### config.mk
export PLATFORM = sky130hd
export DESIGN_NAME = tx_result_fifo_flat
export DESIGN_NICKNAME = d
export VERILOG_FILES = /design/src/rtl/tx_result_fifo_if.sv /design/src/rtl/tx_result_fifo.sv /design/src/flat_wrapper.sv
export SDC_FILE = /design/constraint.sdc
export NUM_CORES = 1
export LEC_CHECK = 0
export BUFFER_PORTS_ARGS = -buffer_cell sky130_fd_sc_hd__buf_2
export CAP_MARGIN = 20
export CORE_MARGIN = 2
export CORE_UTILIZATION = 35
export DETAILED_ROUTE_END_ITERATION = 7
export GPL_TIMING_DRIVEN = 0
export PLACE_DENSITY = 0.51
export SYNTH_ARGS = -nofsm -noshare
export SYNTH_HDL_FRONTEND = slang
export SYNTH_SLANG_ARGS = --single-unit
### constraint.sdc
create_clock -name i_clock -period 2.8 [get_ports i_clock]
set_input_delay 0.28 -clock i_clock [delete_from_list [all_inputs] [get_ports i_clock]]
set_output_delay 0.28 -clock i_clock [all_outputs]
set_load 0.02 [all_outputs]
### src/rtl/tx_result_fifo_if.sv
// tx_result_fifo_if: write/launch/status bundle between INTF, the result FIFO and UART_TX
interface tx_result_fifo_if #(
  parameter int DATA_WIDTH = 8,
  parameter int DEPTH_LOG2 = 2
);
  logic                  i_wr_signal;
  logic [DATA_WIDTH-1:0] i_wr_data;
  logic                  i_tx_done;
  logic                  o_tx_signal;
  logic [DATA_WIDTH-1:0] o_tx_data;
  logic                  o_empty;
  logic                  o_full;
  logic [DEPTH_LOG2:0]   o_count;
  logic                  o_overflow;
  modport master (
    output i_wr_signal, i_wr_data, i_tx_done,
    input  o_tx_signal, o_tx_data, o_empty, o_full, o_count, o_overflow
  );
  modport slave (
    input  i_wr_signal, i_wr_data, i_tx_done,
    output o_tx_signal, o_tx_data, o_empty, o_full, o_count, o_overflow
  );
endinterface

### src/rtl/tx_result_fifo.sv
// tx_result_fifo: queues result bytes and launches them one at a time into UART_TX
module tx_result_fifo #(
  parameter int DATA_WIDTH = 8,
  parameter int DEPTH_LOG2 = 2
) (
  input logic             i_clock,
  input logic             i_reset,
  tx_result_fifo_if.slave bus
);
  localparam int DEPTH = 1 << DEPTH_LOG2;
  localparam logic [DEPTH_LOG2:0] FULL_COUNT = (DEPTH_LOG2+1)'(DEPTH);
  typedef enum logic [1:0] {IDLE, LAUNCH, WAIT_DONE} state_t;
  state_t                  state;
  logic [DATA_WIDTH-1:0]   mem [DEPTH];
  logic [DEPTH_LOG2-1:0]   wr_ptr, rd_ptr;
  logic [DEPTH_LOG2:0]     count;
  logic                    pop, push;
  // a full FIFO still accepts a write when the same edge frees a slot
  assign pop  = state == IDLE && count != '0;
  assign push = bus.i_wr_signal && (count != FULL_COUNT || pop);
  assign bus.o_count = count;
  assign bus.o_empty = count == '0;
  assign bus.o_full  = count == FULL_COUNT;
  always_ff @(posedge i_clock)
    if (push) mem[wr_ptr] <= bus.i_wr_data;
  always_ff @(posedge i_clock or negedge i_reset)
    if (!i_reset) begin
      state           <= IDLE;
      wr_ptr          <= '0;
      rd_ptr          <= '0;
      count           <= '0;
      bus.o_tx_signal <= 1'b0;
      bus.o_tx_data   <= '0;
      bus.o_overflow  <= 1'b0;
    end else begin
      if (push) wr_ptr <= wr_ptr + 1'b1;
      if (bus.i_wr_signal && !push) bus.o_overflow <= 1'b1;
      if (push && !pop) count <= count + 1'b1;
      else if (pop && !push) count <= count - 1'b1;
      case (state)
        IDLE: if (pop) begin
          bus.o_tx_data   <= mem[rd_ptr];
          bus.o_tx_signal <= 1'b1;
          rd_ptr          <= rd_ptr + 1'b1;
          state           <= LAUNCH;
        end
        LAUNCH: begin
          bus.o_tx_signal <= 1'b0;
          state           <= WAIT_DONE;
        end
        WAIT_DONE: if (bus.i_tx_done) state <= IDLE;
        default: state <= IDLE;
      endcase
    end
endmodule

### src/flat_wrapper.sv
// flat-port wrapper written by rule: the top's interface ports become plain ports
module tx_result_fifo_flat 
#(
  parameter int DATA_WIDTH = 8,
  parameter int DEPTH_LOG2 = 2
)
  (i_clock, i_reset, bus_i_wr_signal, bus_i_wr_data, bus_i_tx_done, bus_o_tx_signal, bus_o_tx_data, bus_o_empty, bus_o_full, bus_o_count, bus_o_overflow);
  tx_result_fifo_if #(.DATA_WIDTH(DATA_WIDTH), .DEPTH_LOG2(DEPTH_LOG2)) bus_i ();
  input logic i_clock;
  input logic i_reset;
  input wire logic [$bits(bus_i.i_wr_signal)-1:0] bus_i_wr_signal;
  input wire logic [$bits(bus_i.i_wr_data)-1:0] bus_i_wr_data;
  input wire logic [$bits(bus_i.i_tx_done)-1:0] bus_i_tx_done;
  output wire logic [$bits(bus_i.o_tx_signal)-1:0] bus_o_tx_signal;
  output wire logic [$bits(bus_i.o_tx_data)-1:0] bus_o_tx_data;
  output wire logic [$bits(bus_i.o_empty)-1:0] bus_o_empty;
  output wire logic [$bits(bus_i.o_full)-1:0] bus_o_full;
  output wire logic [$bits(bus_i.o_count)-1:0] bus_o_count;
  output wire logic [$bits(bus_i.o_overflow)-1:0] bus_o_overflow;
  assign bus_i.i_wr_signal = bus_i_wr_signal;
  assign bus_i.i_wr_data = bus_i_wr_data;
  assign bus_i.i_tx_done = bus_i_tx_done;
  assign bus_o_tx_signal = bus_i.o_tx_signal;
  assign bus_o_tx_data = bus_i.o_tx_data;
  assign bus_o_empty = bus_i.o_empty;
  assign bus_o_full = bus_i.o_full;
  assign bus_o_count = bus_i.o_count;
  assign bus_o_overflow = bus_i.o_overflow;
  tx_result_fifo #(.DATA_WIDTH(DATA_WIDTH), .DEPTH_LOG2(DEPTH_LOG2)) u_core (.i_clock(i_clock), .i_reset(i_reset), .bus(bus_i));
endmodule
Word level (Yosys, flattened, before mapping)
Memory sizes are Yosys's and may differ from the RTL's. A register that Yosys moved wholly into a read port is not among the register bits.
Cells that the tools add are included.
Storage, ports and cells
  bits in registers: 11
  memory bits (writable): 32
  bits of input ports: 12
  output and inout bits: 15
  word-level logic and storage cells: 43
  memories: 1
Cells by class
  add/sub/neg operators: 4
  equality and inequality tests: 6
  mux-type cells: 9
  reduce and logical (&&, ||, !) cells: 17
Memory list
  u_core.mem: depth 4, bits a word 8, read ports 1, clocked after Yosys merged registers in 1, write ports 1, line tx_result_fifo.sv:14  | logic [DATA_WIDTH-1:0] mem [DEPTH];
Operators by type and width (number)
  $mux W3: 2
  $pmux W2 S3: 1
  $reduce_and A2 Y1: 3
  $logic_and A1 B1 Y1: 5
  $add A2 B1 Y2 const B: 2
  $mux W2: 2
  $reduce_bool A2 Y1: 2
  $add A3 B1 Y3 const B: 1
  $eq A3 B3 Y1 const B: 1
  $logic_not A1 Y1: 3
  $logic_not A3 Y1: 1
  $mux W1: 3
  $ne A3 B3 Y1 const B: 1
  $reduce_bool A3 Y1: 1
  $sub A3 B1 Y3 const B: 1
  $eq A2 B1 Y1 const B: 1
  $eq A2 B2 Y1 const B: 1
  $logic_not A2 Y1: 1
  $ne A2 B1 Y1 const B: 1
  $ne A2 B2 Y1 const B: 1
  $pmux W1 S2: 1
  $logic_or A1 B1 Y1: 1

Depth between registers and ports, before layout
  depth after elaboration: 8
  gate-level depth with buffers: 9

Least setup slack after synthesis
No wires, ideal clock.
  kind: register -> register
  start point: register u_core.count[0] (netlist: u_core.bus.o_count[0])
  end point: register u_core.count[2] (netlist: u_core.bus.o_count[2])
  setup time: 0.080 ns
  data arrival time: 2.259 ns
  setup slack: 0.461 ns
  stages on the path, launching flop included: 10
  buffers on the path: 1
  period minus slack after synthesis: 2.339 ns
  cell sequence: dfrtp_1 nor3_2 nand2b_1 buf_4 ha_1 inv_1 fa_1 xor2_1 nor2_1 xnor2_1
On the way
  cells in the longest elaborated chain, start to end: 7
  elaborated cells between the ends (all ways): 14
  classes of those cells: 2 x add/sub; 1 x eq/ne; 2 x mux; 9 x reduce/logical
Ends and longest elaborated chain
  start, declared: line tx_result_fifo.sv:16  | logic [DEPTH_LOG2:0] count;
  start signal, assigned: line tx_result_fifo.sv:38  | if (push && !pop) count <= count + 1'b1;
  start signal, assigned: line tx_result_fifo.sv:39  | else if (pop && !push) count <= count - 1'b1;
  parallel branches: the longest is 7 deep, another holds $sub A3 B1 Y3
Parallel ways; which one is timed is not known. The select of a mux whose other input is x is not followed.
A chain may end at the register's enable or synchronous reset.

Worst setup path after layout
Ends and elaborated chain as after synthesis.

==> results_dict.tcl <==
set metrics [dict create \
    syn-cell-area_um2 2030 \
    seq_area_frac_synth_pct 70.6 \
    grt_max_degree 20 \
    dp_hpwl_um 2260 \
    worst_pin_slew_ns 0.586 \
    drc 0 \
    fin_nets 159 \
    crit_chain "nor3_2 -> nand2b_1 -> buf_4 -> ha_1 -> inv_1 -> fa_1 -> xor2_1 -> nor2_1 -> xnor2_1" \
    synth_top_family_by_area "multiplexers" \
    cp_slowest_cell "dfrtp_1" \
    syn-num-nets 125 \
    syn2layout_area_growth_pct 17.1 \
    critPathBufInv 2 \
    max_stage_delay_ns 0.48 \
    cts_tree "built" \
    portBuffers 26 \
    cts_setup_buffers 0 \
    leakage_uw 0.000924 \
    synth_top_cell_area_share_pct 47.2 \
    grtUsageTotal_pct 11.6 \
    cts_buffers 5 \
    postLayoutSetupSlackWorst_ns 0.586 \
    outcome "complete, no violations" \
    synth_mux_area_share_pct 14.6 \
    synth_compound_area_share_pct 2.09 \
    yosys_warnings 0 \
    rsz0062_at_grt "false" \
    period_share_pct 79.1 \
    dp_worst_setup_slack_ns 0.546 \
    start_util_pct 36.5 \
    path_clk_slew_ns 0.09 \
    hold_viol_final 0 \
    coreArea_um2 5570 \
    drt-pass1-iter-count 4 \
    cap_viol_max_count 0 \
    worstPathRequired_ns 3.03 \
    fin_setup_tns_ns 0 \
    synth-simple-area-share_pct 4.06 \
    dr.first_iter.drc_count 26 \
    design_area_um2 2380 \
    routedWlPerCell_um 15.3 \
    n_antenna_cell 0 \
    gp_congestion 0.654 \
    avgSynthCellArea_um2 19.0 \
    setup_viol 0 \
    dieArea_um2 6440 \
    cts_root_buffer "clkbuf_8" \
    h-tree-depth 2 \
    die_y_um 80.2 \
    period_needed_ns 2.21 \
    rows 27 \
    design.portCount 27 \
    via_count 986 \
    power_density_nw_per_um2 1160 \
    antenna_left 0 \
    ys_top_cells_by_area "edfxtp_1, dfrtp_1, mux4_2" \
    cts_resized 0 \
    maxSlewHeadroom_pct 60.9 \
    synthAdderAreaFrac_pct 4.06 \
    cp_max_fo 10 \
    via_per_inst 4.61 \
    finalMaxSlewViolations 0 \
    grt_pass1_wl_um 5300 \
    path_delay_family "adder cells" \
    synthCells 107 \
    antenna_found_initial 0 \
    cp-start-kind "flop" \
    routed_wl_um 3270 \
    fmax_ghz 0.452 \
    yosys.area.top_type "edfxtp_1" \
    fin_skew_ns 0.00384 \
    die_w_um 80.2 \
    critPathKind "flop to flop" \
    clk_latency_ns 0.30 \
    layout-drive-gt1-share_pct 43.7 \
    power_uw 2750 \
    grt.overflow.total 0 \
    cts.sinks 51 \
    clk_path_buf_depth 2 \
    place_area_um2 2250 \
    synth_cell_types 23 \
    grt_pass1_vias 1006 \
    synthXorXnorAreaFrac_pct 2.58 \
    ir_drop_mv 0.401 \
    fill_cells 508 \
    synth_seq_cells 51 \
    cp-end-kind "flop" \
    whs_ns 0.186 \
    crit_arrival_ns 2.44 \
    min_path_type "primary input to flop" \
]
flip-flops by register name (all words and copies together) (netlist names):
name	count
u_core.rd_ptr	2
u_core.state	2
u_core.wr_ptr	2
u_core.mem	32
u_core.bus.o_tx_signal	1
u_core.bus.o_tx_data	8
u_core.bus.o_overflow	1
u_core.bus.o_count	3
report_power, final:
| part | total (uW) | switching (uW) | internal, uW |
|---|---|---|---|
| Clock | 515 | 226 | 289 |
| Combinational | 1060 | 550 | 508 |
| Sequential | 1180 | 123 | 1060 |
cell usage after synthesis:
cell type,n
inv_1,5
o21ai_0,1
and2_2,4
xnor2_1,5
o41a_4,1
mux2_2,9
mux4_2,8
xor2_1,1
clkbuf_1,1
edfxtp_1,32
a31o_2,1
mux2_4,1
fa_1,1
nor3_2,1
o21a_1,1
nor2_1,3
nand3b_1,1
nor3_1,1
buf_4,2
ha_1,5
nand2b_1,3
inv_2,1
dfrtp_1,19
placed cells by master, fill, tap and decap left out, types with 2 or more instances in the layout:
master	count
buf_2	26
nand2b_1	3
dfrtp_1	19
xnor2_1	5
and2_2	4
buf_4	2
inv_1	5
mux4_2	8
mux2_2	9
clkbuf_8	6
nor2_1	3
edfxtp_1	32
ha_1	5
worst reg2reg max path, delay by kind of cell, from the launching register on:
family | cells | cell delay (ns)
simple gates | 3 | 0.56
buf+inv | 2 | 0.27
xor+xnor | 2 | 0.27
flops | 1 | 0.48
fa+ha+maj | 2 | 0.58
final timing paths:
path / from / endpoint / slack [ns] / cells past startpoint
max: u_core.bus.o_count[0] / u_core.bus.o_count[2] / 0.59 / 9
min: bus_i_tx_done / u_core.state[1] / 0.19 / 2
max reg2reg: u_core.bus.o_count[0] / u_core.bus.o_count[2] / 0.59 / 9
min reg2reg: u_core.bus.o_overflow / u_core.bus.o_overflow / 0.47 / 1
max in group asynchronous: i_reset / u_core.bus.o_tx_data[3] / 2.05 / 2
min in group asynchronous: i_reset / u_core.bus.o_count[2] / 0.45 / 2
what timing repair did:
item	4_1_cts	5_1_grt
endpoints found under the hold margin	19	0
endpoints found under the setup margin	0	0
hold buffers	1	0
through the flow:
stage | util, % | std cells
2_1_floorplan | - | 107
5_1_grt | 42.7 | 214
4_1_cts | 42.7 | 214
3_5_place_dp | 40.4 | 205
3_3_place_gp | 40.4 | 205
6_report | 42.7 | 214
kinds of logic (layout without fill, tap and decap cells):
group                    count (synthesis)  after routing
flip-flops                              51             51
multiplexers                            18             18
AND/OR/NAND/NOR                         13             13
buffers and inverters                    9             44
adder cells (fa/ha/maj)                  6              6
XOR/XNOR                                 6              6
AO/OA/AOI/OAI                            4              4
per-layer routing:
layer	track usage [%]	share of wire, %	vias to the layer above
li1	-	-	463
met3	4.27	6.4	6
met1	13.6	41	491
met4	4.58	1.6	0
met2	19.5	51	26
met5	0	0	-
cell type report:
class / count / area, um^2 / area share [%]
timing repair buffer: 27 / 140 / 5.88
clock buffer: 6 / 82.6 / 3.47
sequential: 51 / 1440 / 60.3
clock inverter: 2 / 35.0 / 1.47
tap: 72 / 90.1 / 3.78
inverter: 6 / 22.5 / 0.945
buffer: 3 / 18.8 / 0.788
multi-input combinational: 47 / 557 / 23.4
No activity file was read; power rests on OpenSTA's default activity.
